File: config.mk
export PLATFORM = sky130hd
export DESIGN_NAME = kband_out_streamer
export DESIGN_NICKNAME = d
export VERILOG_FILES = /design/src/rtl/kband_pkg.sv /design/src/rtl/kband_skid_buf.sv /design/src/rtl/kband_out_streamer.sv
export SDC_FILE = /design/constraint.sdc
export NUM_CORES = 1
export LEC_CHECK = 0
export CAP_MARGIN = 20
export CORE_MARGIN = 8
export CORE_UTILIZATION = 51
export CTS_BUF_LIST = sky130_fd_sc_hd__clkbuf_16
export DETAILED_ROUTE_END_ITERATION = 6
export GPL_TIMING_DRIVEN = 0
export PLACE_DENSITY_LB_ADDON = 0.2
export SLEW_MARGIN = 20
export SYNTH_ARGS = -nofsm -noshare
export SYNTH_HDL_FRONTEND = slang
export SYNTH_HIERARCHICAL = 1
export SYNTH_SLANG_ARGS = --single-unit
export TNS_END_PERCENT = 1
File: constraint.sdc
create_clock -name clk -period 2.5 [get_ports clk]
set_clock_uncertainty 0.05 [all_clocks]
set_input_delay 0.5 -clock clk [delete_from_list [all_inputs] [get_ports clk]]
set_output_delay 0.5 -clock clk [all_outputs]
set_load 0.05 [all_outputs]
File: src/rtl/kband_pkg.sv
// Shared KBand constants and the skid-buffer occupancy type.
package kband_pkg;

    localparam int KBAND_ROW_W     = 4096;
    localparam int KBAND_BEAT_W    = 128;
    localparam int KBAND_PKT_BEATS = KBAND_ROW_W / KBAND_BEAT_W;

    typedef enum logic [1:0] {
        OCC_EMPTY = 2'd0,
        OCC_ONE   = 2'd1,
        OCC_TWO   = 2'd2
    } occ_e;

    function automatic logic [1:0] occ_count(input occ_e occ);
        case (occ)
            OCC_ONE: occ_count = 2'd1;
            OCC_TWO: occ_count = 2'd2;
            default: occ_count = 2'd0;
        endcase
    endfunction

endpackage

File: src/rtl/kband_skid_buf.sv
// Two-entry FIFO-ordered holding buffer; entry 0 is always the head.
module kband_skid_buf
    import kband_pkg::*;
#(
    parameter int DATA_W = KBAND_BEAT_W
) (
    input  logic              clk,
    input  logic              reset_n,
    input  logic              push_i,
    input  logic              pop_i,
    input  logic [DATA_W-1:0] din_i,
    output logic [DATA_W-1:0] dout_o,
    output occ_e              occ_o
);

    occ_e              occ_q, occ_d;
    logic [DATA_W-1:0] mem0_q, mem0_d;
    logic [DATA_W-1:0] mem1_q, mem1_d;

    // Push into TWO without a pop cannot happen: the upstream credit check prevents it.
    always_comb begin
        occ_d  = occ_q;
        mem0_d = mem0_q;
        mem1_d = mem1_q;
        case (occ_q)
            OCC_EMPTY: begin
                if (push_i) begin
                    mem0_d = din_i;
                    occ_d  = OCC_ONE;
                end
            end
            OCC_ONE: begin
                case ({push_i, pop_i})
                    2'b11: mem0_d = din_i;
                    2'b10: begin
                        mem1_d = din_i;
                        occ_d  = OCC_TWO;
                    end
                    2'b01: occ_d = OCC_EMPTY;
                    default: ;
                endcase
            end
            OCC_TWO: begin
                if (pop_i) begin
                    mem0_d = mem1_q;
                    if (push_i) mem1_d = din_i;
                    else        occ_d  = OCC_ONE;
                end
            end
            default: occ_d = OCC_EMPTY;
        endcase
    end

    always_ff @(posedge clk or negedge reset_n) begin
        if (!reset_n) begin
            occ_q  <= OCC_EMPTY;
            mem0_q <= '0;
            mem1_q <= '0;
        end else begin
            occ_q  <= occ_d;
            mem0_q <= mem0_d;
            mem1_q <= mem1_d;
        end
    end

    assign dout_o = mem0_q;
    assign occ_o  = occ_q;

endmodule

File: src/rtl/kband_out_streamer.sv
// Drains the KBand output FIFO into an Avalon-ST source with SOP/EOP framing.
module kband_out_streamer
    import kband_pkg::*;
#(
    parameter int DATA_W    = KBAND_BEAT_W,
    parameter int PKT_BEATS = KBAND_PKT_BEATS,
    parameter int CNT_W     = 32
) (
    input  logic              clk,
    input  logic              reset_n,
    input  logic              enable,
    input  logic [DATA_W-1:0] fifo_q,
    input  logic              fifo_rdempty,
    output logic              fifo_rdreq,
    output logic [DATA_W-1:0] src_data,
    output logic              src_valid,
    input  logic              src_ready,
    output logic              src_sop,
    output logic              src_eop,
    output logic [CNT_W-1:0]  pkt_count,
    output logic              busy
);

    localparam logic [15:0] LAST_IDX = 16'(PKT_BEATS - 1);

    occ_e             occ;
    logic             inflight_q;
    logic [15:0]      beat_idx_q, beat_idx_d;
    logic [CNT_W-1:0] pkt_count_q, pkt_count_d;
    logic             handshake;
    logic             last_beat;
    logic [2:0]       credits_used;

    kband_skid_buf #(.DATA_W(DATA_W)) u_skid (
        .clk     (clk),
        .reset_n (reset_n),
        .push_i  (inflight_q),
        .pop_i   (handshake),
        .din_i   (fifo_q),
        .dout_o  (src_data),
        .occ_o   (occ)
    );

    // Buffered plus in-flight words may never exceed the two buffer slots.
    assign credits_used = {1'b0, occ_count(occ)} + {2'b00, inflight_q};
    assign fifo_rdreq   = reset_n && enable && !fifo_rdempty && (credits_used < 3'd2);

    assign src_valid = (occ != OCC_EMPTY);
    assign handshake = src_valid && src_ready;
    assign last_beat = (beat_idx_q == LAST_IDX);
    assign src_sop   = src_valid && (beat_idx_q == 16'd0);
    assign src_eop   = src_valid && last_beat;
    assign busy      = inflight_q || (occ != OCC_EMPTY);
    assign pkt_count = pkt_count_q;

    always_comb begin
        beat_idx_d  = beat_idx_q;
        pkt_count_d = pkt_count_q;
        if (handshake) begin
            if (last_beat) begin
                beat_idx_d  = 16'd0;
                pkt_count_d = pkt_count_q + 1'b1;
            end else begin
                beat_idx_d  = beat_idx_q + 16'd1;
            end
        end
    end

    always_ff @(posedge clk or negedge reset_n) begin
        if (!reset_n) begin
            inflight_q  <= 1'b0;
            beat_idx_q  <= '0;
            pkt_count_q <= '0;
        end else begin
            inflight_q  <= fifo_rdreq;
            beat_idx_q  <= beat_idx_d;
            pkt_count_q <= pkt_count_d;
        end
    end

endmodule

==> results of run 1 <==
## cell families after synthesis
logic type	Yosys count	share of synthesized area, %
adders and majority gates	6	0.572
AOI/OAI and AO/OA	263	17.4
muxes	131	11.8
xor gates and xnor gates	44	2.94
DFF	307	58.6
buffers and inverters	83	3.42
and+or+nand+nor	121	5.25
## metrics by stage
step | total power [mW] | cells
floorplan | 14.6 | 955
global placement | 18.0 | 1582
detailed placement | 18.2 | 1585
CTS | 23.0 | 1649
global route | 23.9 | 1658
finish | 22.9 | 1658
## layout by cell type, fill, tap and decap left out, types with 16 or more instances in the layout
| cell type | count |
|---|---|
| mux2_4 | 20 |
| o21a_1 | 128 |
| clkbuf_1 | 18 |
| clkbuf_16 | 35 |
| dfrtp_1 | 304 |
| buf_6 | 17 |
| buf_2 | 16 |
| nand3_1 | 19 |
| xor2_1 | 18 |
| nor2_1 | 17 |
| o32a_1 | 128 |
| mux2_1 | 108 |
| clkdlybuf4s50_1 | 290 |
| nand2_1 | 28 |
| xnor2_1 | 26 |
## cell usage after synthesis (17+ instances only)
| master | number | area share [%] |
|---|---|---|
| mux2_4 | 20 | 2.3 |
| xnor2_1 | 26 | 1.7 |
| nor2_1 | 17 | 0.49 |
| nand2_1 | 28 | 0.80 |
| o21a_1 | 128 | 7.3 |
| buf_2 | 20 | 0.76 |
| o32a_1 | 128 | 9.8 |
| clkbuf_1 | 33 | 0.94 |
| dfrtp_1 | 307 | 59 |
| mux2_1 | 108 | 9.3 |
| nand3_1 | 21 | 0.80 |
| xor2_1 | 18 | 1.2 |
## state kept, by name (all words and copies together), names as in the netlist
signal,flops
u_skid/dout_o,128
u_skid/occ_o,2
inflight_q,1
beat_idx_q,16
u_skid/mem1_q,128
pkt_count,32
## final cells by class
type	count	area [µm²]
Tap cell	330	413
Timing Repair Buffer	313	3250
Multi-Input combinational cell	565	5070
Inverter	10	40.0
Fill cell	1777	7290
Clock buffer	35	876
Buffer	72	468
Antenna cell	2	5.00
Clock inverter	24	156
Sequential cell	307	7690
## metal layers
metal / up-vias / wire (µm) / GRT usage, %
li1: 4333 / - / -
met1: 4836 / 15100 / 29.0
met2: 302 / 17400 / 37.0
met3: 68 / 2750 / 6.64
met4: 2 / 1050 / 8.48
met5: - / 9 / 0
## power by group through the flow
stage	clock network [mW]	logic, mW	registers, mW
floorplan	0	2.91	11.6
global route	4.91	10.5	8.46
detailed placement	0	10.0	8.23
global placement	0	9.85	8.15
CTS	4.72	10.1	8.19
finish	4.61	10.1	8.21
## worst max path at each step
stage                                         end  cells past startpoint  slack [ps]
global route                              src_eop                      5        -100
detailed placement                     fifo_rdreq                      5        -870
floorplan                                 src_eop                      5          60
global placement    u_skid/dout_o[69]$_DFFE_PN0P_                      1      -12630
finish                                    src_eop                      5          10
CTS                                       src_eop                      6        -170
## repair_timing
item                                    in CTS  in global routing
pin swaps                                    2                  5
resized for setup                           50                 40
setup buffers                                0                  8
endpoints found under the setup margin     241                235
cloned                                       1                  0
hold buffers                                 4                  0
hold endpoints to repair                    66                  0
==> out/metrics.yaml, run 1 <==
final_layout:
  drive_gt1_share_pct: 12.2
  area_growth_pct: 36.9
  finish.utilization_pct: 71.1
  fin_nets: 1442
  fin_area_mm2: 0.0180
job:
  max_cap_viol_count: 0
placement:
  dp_hpwl_um: 24900
  routabilityCongestion: 0.786
  place_area_mm2: 0.0166
  io_buffers: 297
  preCtsSetupSlack_ps: -874
pwr:
  p_clk_share_pct: 20.1
  power.internal_mw: 13.6
  p_sw_share_pct: 40.5
  ir_worst_vdd_mv: 0.871
  power_frac_comb_pct: 44.0
  p_seq_share_pct: 35.8
  switching_power_mw: 9.27
  p_per_area_mw_per_mm2: 1270
  p_leak_nw: 7.61
synth:
  ys_ff_latch: 307
  yosys_warnings: 6
  synth_area_mm2: 0.0131
  syn_area_per_cell_um2: 13.7
  ys_seq_area_share_pct: 58.6
  synth_flop_cell: "dfrtp_1"
  synthArstFlopShare_pct: 100
  synth_cells: 955
  ys_types: 41
  synth_edf_count: 0
  syn_nets: 1094
setup_path:
  r2r-end: "u_skid/mem1_q[110]$_DFFE_PN0P_"
  rrSetupSlack_ps: 50
  cpPeakStageDelay_ps: 430
  reg2reg_from: "u_skid/occ_o[0]$_DFFE_PN0P_"
  arrival_ps: 1940
  cpMaxStageDelayCell: "dfrtp_1"
  required_ps: 1950
  crit_fanout: 3
  crit_start: "beat_idx_q[13]$_DFFE_PN0P_"
  path_delay_family: "simple AND/OR/NAND/NOR gates"
  end_kind: "output port"
  cp_cell_sequence: "nor4_4 -> and3_4 -> nand3_4 -> nor2b_4 -> buf_6"
  startpoint_type: "flip-flop"
  critPathKind: "reg2out"
  cp.buffers_inverters: 1
  r2r_cells: 10
timing:
  fin_crit_ps: 2490
  fin_ws_ps: 14.9
  slew_viol_final: 0
  maxSlewHeadroom_pct: 41.3
  rsz0062_at_grt: "yes"
  period_share_pct: 99.4
  fmax_ghz: 0.402
  worst_hold_slack_ps: -12.4
  worst_pin_slew_ps: 880
  fin_tns_setup_ps: 0
  setup_violations: 0
  finalHoldViolations: 11
grt:
  grt_pass1_vias: 10300
  grt_pass1_wl_um: 57200
  overflow: 0
  grtUsageTotal_pct: 22.9
  grt_max_degree: 86
  antenna_found_initial: 3
worst_hold_path:
  hold_class: "in2async"
floorplanning:
  dieArea_mm2: 0.0311
  initial_core_util_pct: 51.9
  core_mm2: 0.0253
  rows: 58
  fp.dieW_um: 176
  pin_count: 298
  chipHeight_um: 176
routing:
  drt-total-wl_um: 36400
  num_vias: 9541
  drc: 0
  wl_per_cell_um: 21.9
  detail-route-antenna-nets: 0
  viasPerCell: 5.75
  firstDrtPassIters: 5
  dr.first_iter.drc_count: 671
clocking:
  clk_pin_slew_worst_paths_ps: 60
  cts_root_buf: "clkbuf_16"
  clock_tree.buffer_depth: 3
  cts.sinks: 307
  htreeDepth: 2
  cts_tree: "yes"
  clk_latency_ps: 510
  numCtsBuffers: 34
outcome:
  outcome: "finished, violations left"
  violations: "negative hold slack"
Power figures use the tool's default switching activity.
==> run 2, diff against run 1 <==
- CORE_UTILIZATION: 51 -> 60
- DONT_BUFFER_PORTS: unset -> 1
==> run 2 against run 1 <==
  * The flow finishes with violations (negative hold slack, negative setup slack)
  * Die area fell by 14%
  * Design area fell by 18%
  * Critical path depth fell by 2
  * Largest power group is now registers
==> out/metrics.yaml, run 2 (synthesis results as in run 1) <==
routing:
  detail-route-antenna-nets: 0
  wl_per_cell_um: 25.0
  viasPerCell: 6.38
  num_vias: 8301
  dr.first_iter.drc_count: 535
  firstDrtPassIters: 5
  drc: 0
  drt-total-wl_um: 32600
setup_path:
  arrival_ps: 2060
  cp_cell_sequence: "nor4_4 -> nand3_2 -> nor4_4"
  crit_fanout: 2
  cpPeakStageDelay_ps: 610
  crit_top_cell: "nor4_4"
  r2r-end: "u_skid/mem1_q[115]$_DFFE_PN0P_"
  cpMaxStageDelayCell: "nor4_4"
  r2r_cells: 10
  reg2reg_from: "u_skid/occ_o[0]$_DFFE_PN0P_"
  startpoint_type: "flip-flop"
  rrSetupSlack_ps: 10
  end_kind: "output port"
  required_ps: 1950
  critPathKind: "reg2out"
timing:
  finalHoldViolations: 307
  maxSlewHeadroom_pct: 41.2
  fin_ws_ps: -108
  worst_hold_slack_ps: -402
  period_share_pct: 104
  fmax_ghz: 0.383
  fin_crit_ps: 2610
  setup_violations: 2
  slew_viol_final: 0
  rsz0062_at_grt: "yes"
  worst_pin_slew_ps: 882
floorplanning:
  core_mm2: 0.0216
  pin_count: 298
  fp.dieW_um: 164
  initial_core_util_pct: 60.7
  dieArea_mm2: 0.0268
  chipHeight_um: 164
  rows: 54
final_layout:
  drive_gt1_share_pct: 14.4
  layout_common_cells: "300 x dfrtp_1, 128 x o32a_1, 128 x o21a_1, 108 x mux2_1, 31 x clkbuf_16"
  fin_nets: 1137
  layout_commonest_cell: "dfrtp_1"
  area_growth_pct: 11.7
  antenna_cells: 0
  fill_cells: 1571
  fin_area_mm2: 0.0146
  fin_cells: 1301
outcome:
  violations: "negative hold slack, negative setup slack"
  outcome: "finished, violations left"
grt:
  grtUsageTotal_pct: 23.9
  grt_pass1_vias: 8934
  grt_pass1_wl_um: 50900
  overflow: 0
  grt_max_degree: 309
  antenna_found_initial: 0
clocking:
  numCtsBuffers: 31
  cts_root_buf: "clkbuf_16"
  htreeDepth: 1
  cts.sinks: 307
  clock_tree.buffer_depth: 3
  cts_tree: "yes"
  clk_latency_ps: 550
  clk_pin_slew_worst_paths_ps: 60
worst_hold_path:
  hold_class: "in2async"
pwr:
  p_per_area_mw_per_mm2: 1380
  ir_worst_vdd_mv: 0.906
  p_leak_nw: 6.29
placement:
  dp.cells: 1237
  routabilityCongestion: 0.810
  place_area_mm2: 0.0135
  dp_hpwl_um: 22400
  io_buffers: 0
job:
  max_cap_viol_count: 0
-- run 2: report_power, final --
group / leakage (nW) / switching (mW) / internal [mW]
clock: 0.496 / 1.85 / 2.54
sequential: 3.70 / 5.19 / 6.94
combinational: 2.09 / 1.62 / 2.04
-- run 2: worst max path at each step --
stage / from / end / slack [ps] / depth (start not counted)
4_1_cts: beat_idx_q[13]$_DFFE_PN0P_ / src_sop / -120 / 3
3_3_place_gp: u_skid/occ_o[0]$_DFFE_PN0P_ / u_skid/dout_o[48]$_DFFE_PN0P_ / -580 / 9
5_1_grt: beat_idx_q[13]$_DFFE_PN0P_ / src_sop / -160 / 3
3_5_place_dp: u_skid/occ_o[0]$_DFFE_PN0P_ / u_skid/dout_o[109]$_DFFE_PN0P_ / -600 / 9
6_report: beat_idx_q[13]$_DFFE_PN0P_ / src_sop / -110 / 3
2_1_floorplan: beat_idx_q[11]$_DFFE_PN0P_ / src_eop / 60 / 5
-- run 2: metrics by stage --
stage	util, %	TNS [ps]	hold slack (ps)	total power [mW]	worst slack [ps]
detailed placement	62.4	-84810	164	15.8	-596
CTS	67.5	-215	-418	20.3	-122
global placement	62.3	-81650	164	15.5	-577
global route	67.7	-4180	-424	21.1	-160
floorplan	-	0	154	14.6	57.4
finish	67.7	-197	-402	20.2	-108
-- run 2: cell type report --
class                   instances  area (µm²)  share of cell area [%]
flip-flops and latches        307        7690                    52.5
plain buffers                  73         469                    3.20
repair buffers                 10        71.3                   0.487
well taps                     280         350                    2.39
multi-input cells             565        5070                    34.6
clock inverters                25         183                    1.25
inverters                      10        37.5                   0.256
clock buffers                  31         776                    5.30
-- run 2: repair_timing --
item                                    4_1_cts  5_1_grt
endpoints found under the setup margin      250      248
setup buffers                                 7        1
cloned                                        0        0
hold endpoints to repair                    307      307
resized for setup                            29       31
pin swaps                                     6        1
-- run 2: worst max-delay path, delay by kind of cell (launching register included) --
| kind | cells | cell delay, ps |
|---|---|---|
| and+or+nand+nor | 3 | 1110 |
| DFF | 1 | 400 |
-- run 2: metal layers --
| layer | vias to the layer above | GRT usage [%] | wire [µm] |
|---|---|---|---|
| met5 | - | 0 | 0 |
| met4 | 0 | 7.52 | 1010 |
| met3 | 60 | 9.57 | 3390 |
| met2 | 256 | 39.1 | 15700 |
| met1 | 4277 | 28.6 | 12500 |
| li1 | 3708 | - | - |
==> run 3, diff against run 2 <==
- GPL_ROUTABILITY_DRIVEN: unset -> 0
- clock period: 2.5 -> 2.8 ns (I/O delays scaled with it)
==> run 3 against run 2 <==
  * The run ends with negative hold slack left
  * Count of clock-buffer cells in the layout unchanged
  * Sequential power fell by 11%
  * Clock power decreased by 11%
  * Cell count down 0.61%
  * Non-clock buffer count shrank 8
  * Critical path depth increased by 2
==> out/metrics.yaml, run 3 (synthesis results as in run 1) <==
outcome:
  outcome: "finished, violations left"
  violations: "negative hold slack"
grt:
  grt_max_degree: 309
  overflow: 0
  grt_pass1_vias: 8885
  grtUsageTotal_pct: 23.8
  grt_pass1_wl_um: 50700
  antenna_found_initial: 0
timing:
  worst_pin_slew_ps: 1020
  fin_crit_ps: 2780
  maxSlewHeadroom_pct: 31.7
  setup_violations: 0
  finalHoldViolations: 307
  fmax_ghz: 0.360
  slew_viol_final: 0
  fin_ws_ps: 19.8
  worst_hold_slack_ps: -340
  rsz0062_at_grt: "yes"
  period_share_pct: 99.3
  fin_tns_setup_ps: 0
setup_path:
  required_ps: 2190
  cp_cell_sequence: "nor4_4 -> and3_1 -> buf_4 -> nand3_2 -> nor2b_4"
  cpMaxStageDelayCell: "dfrtp_1"
  reg2reg_from: "u_skid/occ_o[0]$_DFFE_PN0P_"
  r2r_cells: 9
  end_kind: "output port"
  r2r-end: "u_skid/dout_o[46]$_DFFE_PN0P_"
  critPathKind: "reg2out"
  startpoint_type: "flip-flop"
  rrSetupSlack_ps: 140
  arrival_ps: 2170
  crit_start: "beat_idx_q[12]$_DFFE_PN0P_"
  cpPeakStageDelay_ps: 450
  crit_fanout: 8
final_layout:
  area_growth_pct: 10.7
  layout_commonest_cell: "dfrtp_1"
  finish.utilization_pct: 67.2
  fin_cells: 1293
  antenna_cells: 0
  drive_gt1_share_pct: 12.4
  fin_nets: 1129
  layout_common_cells: "306 x dfrtp_1, 128 x o32a_1, 128 x o21a_1, 108 x mux2_1, 31 x clkbuf_16"
placement:
  io_buffers: 0
  preCtsSetupSlack_ps: -296
  dp.cells: 1237
  dp_hpwl_um: 22400
worst_hold_path:
  hold_class: "in2async"
floorplanning:
  fp.dieW_um: 164
  pin_count: 298
  core_mm2: 0.0216
  rows: 54
  initial_core_util_pct: 60.7
  chipHeight_um: 164
  dieArea_mm2: 0.0268
pwr:
  p_seq_share_pct: 60.4
  p_leak_nw: 6.23
  ir_worst_vdd_mv: 0.809
  power.internal_mw: 10.2
  switching_power_mw: 7.72
  power_frac_comb_pct: 17.7
  p_per_area_mw_per_mm2: 1240
  p_sw_share_pct: 43.0
  p_clk_share_pct: 21.9
clocking:
  htreeDepth: 1
  numCtsBuffers: 31
  cts_root_buf: "clkbuf_16"
  cts.sinks: 307
  cts_tree: "yes"
  clk_pin_slew_worst_paths_ps: 60
  clk_latency_ps: 550
  clock_tree.buffer_depth: 3
routing:
  wl_per_cell_um: 25.1
  dr.first_iter.drc_count: 624
  viasPerCell: 6.40
  drt-total-wl_um: 32500
  drc: 0
  detail-route-antenna-nets: 0
  firstDrtPassIters: 5
  num_vias: 8270
job:
  max_cap_viol_count: 0
[run 3: changes by cell type in the layout (fill, tap and decap cells not counted), moves of 4 or more]
cell / delta
clkbuf_1: +4
buf_2: +4
dfrtp_2: -6
clkbuf_4: -9
buf_4: -10
dfrtp_1: +6
clkbuf_2: +4
[run 3: power by group through the flow]
| stage | registers [mW] | clock network [mW] | logic (mW) |
|---|---|---|---|
| final | 10.8 | 3.92 | 3.18 |
| after global routing | 11.1 | 4.21 | 3.49 |
| after CTS | 10.9 | 4.01 | 3.20 |
| after detailed placement | 10.9 | 0 | 3.17 |
| after global placement | 10.9 | 0 | 3.01 |
| after floorplan | 10.4 | 0 | 2.60 |
[run 3: per-stage QoR]
| step | cell area (µm²) | power [mW] |
|---|---|---|
| finish | 14500 | 18.0 |
| global route | 14500 | 18.8 |
| CTS | 14500 | 18.1 |
| detailed placement | 13500 | 14.1 |
| global placement | 13500 | 13.9 |
| floorplan | 13100 | 13.0 |
[run 3: metal layers]
layer  GRT usage, %  up-vias  share of wire [%]
met2           38.9      251                 48
met3           9.57       65                 10
li1               -     3688                  -
met4           7.52        0                3.2
met5              0        -                  0
met1           28.6     4266                 38
[run 3: how the worst max path moves through the flow]
stage / slack [ps] / end / depth (start not counted)
2_1_floorplan: 300 / src_eop / 5
3_3_place_gp: -280 / u_skid/dout_o[48]$_DFFE_PN0P_ / 9
3_5_place_dp: -300 / u_skid/dout_o[109]$_DFFE_PN0P_ / 9
4_1_cts: -10 / src_eop / 5
5_1_grt: -80 / src_eop / 5
6_report: 20 / src_eop / 5
[run 3: what timing repair did]
item                                    in CTS  in global routing
gates resized for setup                     17                  8
buffers inserted                             0                  0
endpoints found under the setup margin     102                 55
endpoints found under the hold margin      307                307
pin swaps                                    3                  0
[run 3: critical path: cells and delay by family, from the launching register on]
kind	cells	cell delay [ps]
and+or+nand+nor	4	1010
DFF	1	450
buffers and inverters	1	170
[run 3: area by class of cell]
| cell class | instances | area (µm²) |
|---|---|---|
| fillers | 1584 | 7100 |
| clock inverters | 25 | 183 |
| inverters | 10 | 37.5 |
| flip-flops and latches | 307 | 7680 |
| clock buffers | 31 | 776 |
| plain buffers | 73 | 430 |
| repair buffers | 2 | 11.3 |
| well taps | 280 | 350 |
| multi-input cells | 565 | 5050 |
